File: src/rtl/led_seq_pkg.sv
// Shared types and constants for the LED shift-pattern sequencer.
package led_seq_pkg;

  localparam int NB_LED = 4;

  typedef enum logic [1:0] {
    ST_IDLE  = 2'd0,
    ST_ROT_L = 2'd1,
    ST_ROT_R = 2'd2,
    ST_PING  = 2'd3
  } state_t;

  typedef enum logic [1:0] {
    COL_RED   = 2'd0,
    COL_GREEN = 2'd1,
    COL_BLUE  = 2'd2
  } colour_t;

  typedef enum logic {
    DIR_LEFT  = 1'b0,
    DIR_RIGHT = 1'b1
  } dir_t;

  localparam int BTN_LEFT   = 0;
  localparam int BTN_RIGHT  = 1;
  localparam int BTN_PING   = 2;
  localparam int BTN_COLOUR = 3;
  localparam int SW_RUN     = 0;

  function automatic colour_t next_colour(input colour_t c);
    case (c)
      COL_RED:   return COL_GREEN;
      COL_GREEN: return COL_BLUE;
      default:   return COL_RED;
    endcase
  endfunction

endpackage

File: src/rtl/led_tick_gen.sv
// Switch-selected shift tick: counts to the chosen limit, clears on a speed change,
// emits a combinational tick for same-edge pattern update plus a registered one-cycle pulse.
module led_tick_gen #(
  parameter int          NB_COUNT = 32,
  parameter int unsigned LIMIT_0  = 2**22,
  parameter int unsigned LIMIT_1  = 2**21,
  parameter int unsigned LIMIT_2  = 2**20,
  parameter int unsigned LIMIT_3  = 2**19
) (
  input  logic       clk,
  input  logic       rst,
  input  logic       enable,
  input  logic [1:0] speed,
  output logic       tick,
  output logic       valid
);

  logic [NB_COUNT-1:0] count;
  logic [NB_COUNT-1:0] limit;
  logic [1:0]          speed_prev;
  logic                speed_change;

  always_comb begin
    case (speed)
      2'd0:    limit = NB_COUNT'(LIMIT_0);
      2'd1:    limit = NB_COUNT'(LIMIT_1);
      2'd2:    limit = NB_COUNT'(LIMIT_2);
      default: limit = NB_COUNT'(LIMIT_3);
    endcase
  end

  assign speed_change = (speed != speed_prev);
  assign tick = enable && !speed_change && (count == limit - NB_COUNT'(1));

  // NOTE: sequential state uses non-blocking assignments so every flop samples pre-edge values.
  always_ff @(posedge clk) begin
    if (rst) begin
      count      <= '0;
      speed_prev <= 2'd0;
      valid      <= 1'b0;
    end else begin
      speed_prev <= speed;
      valid      <= tick;
      if (speed_change || tick) begin
        count <= '0;
      end else if (enable) begin
        count <= count + NB_COUNT'(1);
      end
    end
  end

endmodule

File: src/rtl/led_seq_ctrl.sv
// LED sequencer top: button-driven mode FSM, pattern shifter and colour-bank routing.
// Define LED_SEQ_SYNC_EN to pass i_sw/i_btn through a 2-flop synchronizer first.
module led_seq_ctrl #(
  parameter int          NB_LED   = led_seq_pkg::NB_LED,
  parameter int          NB_COUNT = 32,
  parameter int unsigned LIMIT_0  = 2**22,
  parameter int unsigned LIMIT_1  = 2**21,
  parameter int unsigned LIMIT_2  = 2**20,
  parameter int unsigned LIMIT_3  = 2**19
) (
  input  logic              clk,
  input  logic              rst,
  input  logic [3:0]        i_sw,
  input  logic [3:0]        i_btn,
  output logic [NB_LED-1:0] o_led,
  output logic [NB_LED-1:0] o_led_g,
  output logic [NB_LED-1:0] o_led_b,
  output logic              o_valid,
  output logic [1:0]        o_state
);
  import led_seq_pkg::*;

  logic [3:0] sw_use;
  logic [3:0] btn_use;

`ifdef LED_SEQ_SYNC_EN
  logic [3:0] sw_meta, sw_sync, btn_meta, btn_sync;

  always_ff @(posedge clk) begin
    if (rst) begin
      sw_meta  <= '0;
      sw_sync  <= '0;
      btn_meta <= '0;
      btn_sync <= '0;
    end else begin
      sw_meta  <= i_sw;
      sw_sync  <= sw_meta;
      btn_meta <= i_btn;
      btn_sync <= btn_meta;
    end
  end

  assign sw_use  = sw_sync;
  assign btn_use = btn_sync;
`else
  assign sw_use  = i_sw;
  assign btn_use = i_btn;
`endif

  logic unused_sw_bit;
  assign unused_sw_bit = sw_use[3];

  state_t            state, state_next;
  dir_t              dir, dir_next;
  colour_t           colour, colour_next;
  logic [NB_LED-1:0] pattern, pattern_next;
  logic [NB_LED-1:0] led_r, led_g, led_b;
  logic [NB_LED-1:0] led_r_next, led_g_next, led_b_next;
  logic [3:0]        btn_prev;
  logic [3:0]        btn_edge;
  logic              tick;

  assign btn_edge = btn_use & ~btn_prev;

  led_tick_gen #(
    .NB_COUNT (NB_COUNT),
    .LIMIT_0  (LIMIT_0),
    .LIMIT_1  (LIMIT_1),
    .LIMIT_2  (LIMIT_2),
    .LIMIT_3  (LIMIT_3)
  ) u_tick_gen (
    .clk    (clk),
    .rst    (rst),
    .enable ((state != ST_IDLE) && sw_use[SW_RUN]),
    .speed  (sw_use[2:1]),
    .tick   (tick),
    .valid  (o_valid)
  );

  always_ff @(posedge clk) begin
    if (rst) begin
      state    <= ST_IDLE;
      dir      <= DIR_LEFT;
      colour   <= COL_RED;
      pattern  <= NB_LED'(1);
      btn_prev <= '0;
      led_r    <= '0;
      led_g    <= '0;
      led_b    <= '0;
    end else begin
      state    <= state_next;
      dir      <= dir_next;
      colour   <= colour_next;
      pattern  <= pattern_next;
      btn_prev <= btn_use;
      led_r    <= led_r_next;
      led_g    <= led_g_next;
      led_b    <= led_b_next;
    end
  end

  // NOTE: every output of this block gets a default first, so no path can infer a latch.
  always_comb begin
    state_next   = state;
    dir_next     = dir;
    colour_next  = colour;
    pattern_next = pattern;
    led_r_next   = '0;
    led_g_next   = '0;
    led_b_next   = '0;

    // The shift uses the mode in force before any coincident button edge.
    if (tick) begin
      case (state)
        ST_ROT_L: pattern_next = {pattern[NB_LED-2:0], pattern[NB_LED-1]};
        ST_ROT_R: pattern_next = {pattern[0], pattern[NB_LED-1:1]};
        ST_PING: begin
          if (dir == DIR_LEFT) begin
            if (pattern[NB_LED-1]) begin
              dir_next     = DIR_RIGHT;
              pattern_next = pattern >> 1;
            end else begin
              pattern_next = pattern << 1;
            end
          end else begin
            if (pattern[0]) begin
              dir_next     = DIR_LEFT;
              pattern_next = pattern << 1;
            end else begin
              pattern_next = pattern >> 1;
            end
          end
        end
        default: ;
      endcase
    end

    if (btn_edge[BTN_LEFT]) begin
      state_next = ST_ROT_L;
    end else if (btn_edge[BTN_RIGHT]) begin
      state_next = ST_ROT_R;
    end else if (btn_edge[BTN_PING]) begin
      state_next = ST_PING;
    end

    if (state_next == ST_PING && state != ST_PING) begin
      dir_next = DIR_LEFT;
    end

    if (btn_edge[BTN_COLOUR]) begin
      colour_next = next_colour(colour);
    end

    if (state_next != ST_IDLE) begin
      case (colour_next)
        COL_GREEN: led_g_next = pattern_next;
        COL_BLUE:  led_b_next = pattern_next;
        default:   led_r_next = pattern_next;
      endcase
    end
  end

  assign o_led   = led_r;
  assign o_led_g = led_g;
  assign o_led_b = led_b;
  assign o_state = state;

endmodule
File: config.mk
export PLATFORM = sky130hd
export DESIGN_NAME = led_seq_ctrl
export DESIGN_NICKNAME = d
export VERILOG_FILES = /design/src/rtl/led_seq_pkg.sv /design/src/rtl/led_tick_gen.sv /design/src/rtl/led_seq_ctrl.sv
export SDC_FILE = /design/constraint.sdc
export NUM_CORES = 1
export LEC_CHECK = 0
export ABC_CLOCK_PERIOD_IN_PS = 1950
export BUFFER_PORTS_ARGS = -buffer_cell sky130_fd_sc_hd__buf_2
export CORE_MARGIN = 1.5
export CORE_UTILIZATION = 50
export DETAILED_ROUTE_END_ITERATION = 7
export PLACE_DENSITY_LB_ADDON = 0.3
export SYNTH_ARGS = -nofsm -noshare
export SYNTH_HDL_FRONTEND = slang
export SYNTH_SLANG_ARGS = --single-unit
export TNS_END_PERCENT = 100
File: constraint.sdc
create_clock -name clk -period 1.95 [get_ports clk]
set_clock_uncertainty 0.1 [all_clocks]
set_input_delay 0.2925 -clock clk [delete_from_list [all_inputs] [get_ports clk]]
set_output_delay 0.2925 -clock clk [all_outputs]
set_load 0.02 [all_outputs]
==> results_dict.tcl, run 1 <==
set metrics [dict create \
    outcome "finished, violations left" \
    violations "negative setup slack" \
    pwr-share-clk_pct 44.1 \
    hpwl_microns 3820 \
    r2r_start "u_tick_gen.count[23]" \
    hold_viol_final 0 \
    grt_remaining_overflow 0 \
    routedWlPerCell_microns 14.5 \
    clk_pin_slew_ps 70 \
    fp.dieW_microns 76.1 \
    cts_made_buffers 9 \
    totalWireLength_microns 6140 \
    layout_common_cells "dfxtp_1 (57), nor2_1 (30), buf_4 (28)" \
    drt-vias-per-instance 5.53 \
    rsz0062_at_grt "true" \
    total_power_mw 2.57 \
    path_cells "or4_4 > nor4_4 > buf_4 > o2111ai_4 > a2111oi_4 > o21bai_1" \
    cts_root_buffer "clkbuf_8" \
    areaGrowthSynthToFinish_pct 27.2 \
    fill_cells 433 \
    critical_path_required_ps 2080 \
    fmax_ghz 0.476 \
    htreeDepth 3 \
    maxCapViolCount 0 \
    r2r_end "pattern[0]" \
    grt_usage_pct 21.8 \
    p_int_mw 1.97 \
    min_path_type "input pin to flop" \
    period_share_pct 108 \
    stdcell_count 424 \
    layout_commonest_cell "dfxtp_1" \
    crit_type "flop to flop" \
    ys_warn_count 0 \
    arrival_ps 2230 \
    critPathSlowestCell "or4_4" \
    clk_latency_ps 350 \
    layout-drive-gt1-share_pct 28.8 \
    grt_max_degree 14 \
    swShare_pct 23.3 \
    hp-start "i_btn[3]" \
    io_pins 25 \
    firstDrtPassIters 4 \
    core_sq_um 5140 \
    synth_sequential_area_ratio_pct 44.9 \
    cts_tree "built" \
    pre_cts_ws_ps -157 \
    syn_nets 307 \
    drt_iter0_drc 152 \
    drcViolationCount 0 \
    port-buffer-count 23 \
    hold_ws_ps 65.0 \
    design_area_sq_um 3400 \
    die_h_microns 76.1 \
    avgSynthCellArea_sq_um 9.09 \
    synth_top_area_share_pct 44.9 \
    slew-limit-headroom_pct 67.6 \
    switchingPower_mw 0.599 \
    seq_power_share_pct 48.8 \
    cts_sinks 60 \
    final_antenna_net_count 0 \
    initial_core_util_pct 52.0 \
    grt_first_pass_wirelength_microns 10000 \
    final_max_slew_viol_count 0 \
    num_antenna_cells 0 \
    whs_endpoint "btn_prev[3]" \
    combPwrFrac_pct 7.1 \
    synth_cell_type_count 51 \
    power_leakage_nw 1.30 \
    critPathCaptureType "flop" \
    fin_ws_ps -152 \
    peakVddDrop_uv 503 \
    holdBufCountCts 0 \
    power_density_nw_per_um2 755 \
    antenna_found_initial 0 \
    worstMarginPinSlew_ps 484 \
    final_nets 362 \
    ys_ff_latch 60 \
    synth_area_leader_cell "dfxtp_1" \
    r2r_slack_ps -150 \
    critPathMaxFanout 4 \
    critPathMaxStageDelay_ps 530 \
    final_core_utilization_pct 66.2 \
    netlist_top_cells_area "dfxtp_1 (45%), xor2_1 (7.2%), nor2_1 (4.8%)" \
    synth_area_sq_um 2670 \
    finalSetupViolations 42 \
    dieArea_sq_um 5800 \
    syn_inst 294 \
    reg2regPathDepth 6 \
    grt_pass1_vias 2247 \
    dp_cells 403 \
    clock_path_buffers 2 \
    gp_congestion 0.809 \
    num_rows 26 \
    fin_crit_ps 2100 \
    dpl_cell_area_sq_um 3050 \
    totalNegativeSetupSlack_ps -4060 \
    vias 2345 \
    hold_depth 2 \
    start_kind "flop" \
]
[power groups by stage]
stage	combinational, mW	clock, mW	sequential [mW]
final	0.181	1.13	1.25
after global routing	0.201	1.20	1.25
after CTS	0.175	1.15	1.25
after detailed placement	0.164	0	1.28
after global placement	0.161	0	1.28
after floorplan	0.0956	0	1.29
[critical path: cells and delay by family, from the launching register on]
kind / cells / cell delay (ps)
simple gates: 2 / 790
buf+inv: 1 / 170
compound gates: 3 / 610
flops: 1 / 320
[cells by family after synthesis]
| kind of cell | count (synthesis) | share of synthesized area [%] |
|---|---|---|
| compound gates | 46 | 12.6 |
| xor+xnor | 29 | 9.50 |
| buf+inv | 17 | 2.90 |
| mux | 3 | 1.12 |
| simple gates | 136 | 27.6 |
| fa+ha+maj | 3 | 1.40 |
| flops | 60 | 44.9 |
[how the worst max path moves through the flow]
| stage | from | end | slack (ps) | cells past startpoint |
|---|---|---|---|---|
| floorplan | u_tick_gen.count[23] | dir | -7 | 5 |
| global placement | u_tick_gen.count[23] | u_tick_gen.count[12] | -120 | 5 |
| detailed placement | u_tick_gen.count[23] | o_led_g[1] | -160 | 5 |
| CTS | u_tick_gen.count[23] | o_led[0] | -150 | 6 |
| global route | u_tick_gen.count[23] | o_led_b[0] | -260 | 6 |
| finish | u_tick_gen.count[23] | pattern[0] | -150 | 6 |
[cells in the mapped netlist (all sizes together)]
library cell	count
o21a	1
or4	4
and2	1
inv	5
and3	7
o21ai	6
xnor2	7
and4	5
nor2b	10
a22oi	1
o22ai	6
o31ai	1
nand2b	4
a21o	1
or4bb	2
a2bb2oi	2
buf	5
nor3	7
mux2i	3
ha	3
o2111a	2
dfxtp	60
o211ai	1
a32o	1
or2	1
nand3	18
nand2	24
nor2	35
a31oi	2
o2bb2ai	1
a21oi	12
o2111ai	1
clkbuf	7
a211o	1
nor3b	1
nor4b	1
a211oi	4
a2111oi	1
or3	1
a41oi	1
nand4	11
xor2	22
o21bai	1
nor4	4
[sequential cells by signal, summed over array words and instances, names as in the netlist]
signal,count
btn_prev,4
o_led_g,4
pattern,4
u_tick_gen.speed_prev,2
o_state,2
colour,2
u_tick_gen.count,32
o_led,4
dir,1
o_led_b,4
u_tick_gen.valid,1
[repair_timing]
| item | 4_1_cts | 5_1_grt |
|---|---|---|
| cloned | 3 | 0 |
| resized for setup | 8 | 19 |
| pin swaps | 4 | 17 |
| setup buffers | 2 | 0 |
| endpoints found under the setup margin | 42 | 43 |
[final cells by class]
| class | count | area (sq um) | area share [%] |
|---|---|---|---|
| Clock buffer | 12 | 155 | 4.56 |
| Multi-Input combinational cell | 220 | 1530 | 45.0 |
| Inverter | 5 | 18.8 | 0.552 |
| Tap cell | 70 | 87.6 | 2.57 |
| Sequential cell | 60 | 1200 | 35.4 |
| Timing Repair Buffer | 53 | 357 | 10.5 |
| Clock inverter | 4 | 47.5 | 1.40 |
[layer usage]
metal  share of wire [%]  GRT usage [%]  up-vias
met5                   0              0        -
met4                 2.8           11.9        0
met3                 3.7           5.51       16
met2                  50           37.0       49
met1                  44           25.2     1114
li1                    -              -     1166
Power figures use the tool's default switching activity.
==> run 2, diff against run 1 <==
--- a/config.mk
+++ b/config.mk
@@ -5,12 +5,13 @@
 export SDC_FILE = /design/constraint.sdc
 export NUM_CORES = 1
 export LEC_CHECK = 0
-export ABC_CLOCK_PERIOD_IN_PS = 1950
+export ABC_CLOCK_PERIOD_IN_PS = 1800
 export BUFFER_PORTS_ARGS = -buffer_cell sky130_fd_sc_hd__buf_2
+export CAP_MARGIN = 20
 export CORE_MARGIN = 1.5
 export CORE_UTILIZATION = 50
 export DETAILED_ROUTE_END_ITERATION = 7
-export PLACE_DENSITY_LB_ADDON = 0.3
+export PLACE_DENSITY = 0.72
 export SYNTH_ARGS = -nofsm -noshare
 export SYNTH_HDL_FRONTEND = slang
 export SYNTH_SLANG_ARGS = --single-unit
==> constraint.sdc (replaced) <==
create_clock -name clk -period 1.8 [get_ports clk]
set_clock_uncertainty 0.1 [all_clocks]
set_input_delay 0.27 -clock clk [delete_from_list [all_inputs] [get_ports clk]]
set_output_delay 0.27 -clock clk [all_outputs]
set_load 0.02 [all_outputs]
==> run 2 against run 1 <==
Against the previous run: the flow still finishes with violations (negative setup slack); via count increased by 3.3%; final area rose by 4.3%; wire length grew 3.1%; clock power grew 5%; largest power group unchanged.
==> results_dict.tcl, run 2 (same netlist as run 1, synthesis figures left out) <==
set metrics [dict create \
    worstMarginPinSlew_ps 430 \
    hpwl_microns 4100 \
    period_share_pct 120 \
    cts_sinks 60 \
    drt-vias-per-instance 5.57 \
    cts_root_buffer "clkbuf_8" \
    stdcell_count 435 \
    layout_commonest_cell "dfxtp_1" \
    firstDrtPassIters 4 \
    grt_first_pass_wirelength_microns 10200 \
    core_sq_um 5140 \
    violations "negative setup slack" \
    htreeDepth 3 \
    total_power_mw 2.76 \
    totalWireLength_microns 6330 \
    crit_type "flop to flop" \
    min_path_type "input pin to flop" \
    cts_made_buffers 9 \
    num_rows 26 \
    die_h_microns 76.1 \
    cts_tree "built" \
    fmax_ghz 0.464 \
    finalSetupViolations 44 \
    drcViolationCount 0 \
    final_core_utilization_pct 69.0 \
    dp_cells 413 \
    dieArea_sq_um 5800 \
    start_kind "flop" \
    grt_max_degree 17 \
    fin_crit_ps 2160 \
    critPathCaptureType "flop" \
    port-buffer-count 23 \
    layout-drive-gt1-share_pct 35.1 \
    power_density_nw_per_um2 776 \
    grt_remaining_overflow 0 \
    largest_reg_flops 32 \
    slew-limit-headroom_pct 71.2 \
    hold_viol_final 0 \
    top_register "u_tick_gen.count" \
    initial_core_util_pct 52.0 \
    drt_iter0_drc 178 \
    final_antenna_net_count 0 \
    critPathMaxFanout 6 \
    vias 2422 \
    power_leakage_nw 1.35 \
    fp.dieW_microns 76.1 \
    maxCapViolCount 0 \
    fin_ws_ps -355 \
    antenna_found_initial 0 \
    routedWlPerCell_microns 14.6 \
    areaGrowthSynthToFinish_pct 32.7 \
    final_nets 374 \
    final_max_slew_viol_count 0 \
    clk_latency_ps 340 \
    rsz0062_at_grt "true" \
    critical_path_required_ps 1940 \
    outcome "finished, violations left" \
    pre_cts_ws_ps -304 \
    gp_congestion 0.793 \
    grt_pass1_vias 2339 \
    clk_pin_slew_ps 70 \
    grt_usage_pct 22.4 \
    io_pins 25 \
    peakVddDrop_uv 461 \
    clock_path_buffers 2 \
    layout_common_cells "dfxtp_1 (53), buf_4 (38), nand2_1 (23), buf_2 (23), xor2_1 (22)" \
    hold_ws_ps 45.1 \
    arrival_ps 2290 \
    num_antenna_cells 0 \
]
==> run 2: changes by cell type in the layout (fill, tap and decap cells not counted), sizes merged <==
cell / change
buf: +12
a21o: +1
o2111a: -1
clkinv: +1
clkbuf: -2
==> run 2: cell type report <==
class	instances	area, sq um
fill	412	1590
sequential	60	1210
multi-input combinational	220	1580
timing repair buffer	65	463
inverter	5	18.8
tap	70	87.6
clock buffer	10	138
clock inverter	5	52.6
==> run 2: what timing repair did <==
action,4_1_cts,5_1_grt
setup buffers,2,2
gates resized for setup,8,27
cloned,1,2
pin swaps,2,30
hold buffers,0,0
endpoints found under the setup margin,44,44
==> run 2: per-stage QoR <==
| stage | area [sq um] | setup TNS [ps] |
|---|---|---|
| after global routing | 3550 | -16550 |
| after CTS | 3410 | -10820 |
| after detailed placement | 3160 | -11480 |
| after floorplan | 2740 | -3810 |
| after global placement | 3160 | -8360 |
| final | 3550 | -10670 |
==> run 2: worst paths after layout <==
| kind | endpoint | slack [ps] | cells past startpoint | start |
|---|---|---|---|---|
| worst max-delay path | dir | -360 | 6 | u_tick_gen.count[27] |
| worst min-delay path | btn_prev[2] | 50 | 2 | i_btn[2] |
| worst max register to register | dir | -360 | 6 | u_tick_gen.count[27] |
| worst min register to register | u_tick_gen.count[6] | 440 | 2 | u_tick_gen.count[6] |
==> run 2: report_power, final <==
| group | leakage, nW | switching (mW) | internal (mW) | total [mW] |
|---|---|---|---|---|
| logic | 0.761 | 0.124 | 0.0813 | 0.205 |
| registers | 0.489 | 0.00949 | 1.35 | 1.36 |
| clock network | 0.0979 | 0.530 | 0.661 | 1.19 |
==> run 2: per-layer routing <==
metal	up-vias	GRT usage (%)	part of all wire, %
met1	1161	24.8	43
met3	13	6.23	4.4
met5	-	0	0
met4	0	13.3	2.3
li1	1186	-	-
met2	62	38.3	50
==> run 2: worst max-delay path, cell delays in order, from the launching register on <==
cell,delay (ps)
dfxtp_2,320
or4_4,540
nor4_4,280
o2111a_2,340
buf_12,150
nand3_2,80
a32o_1,240
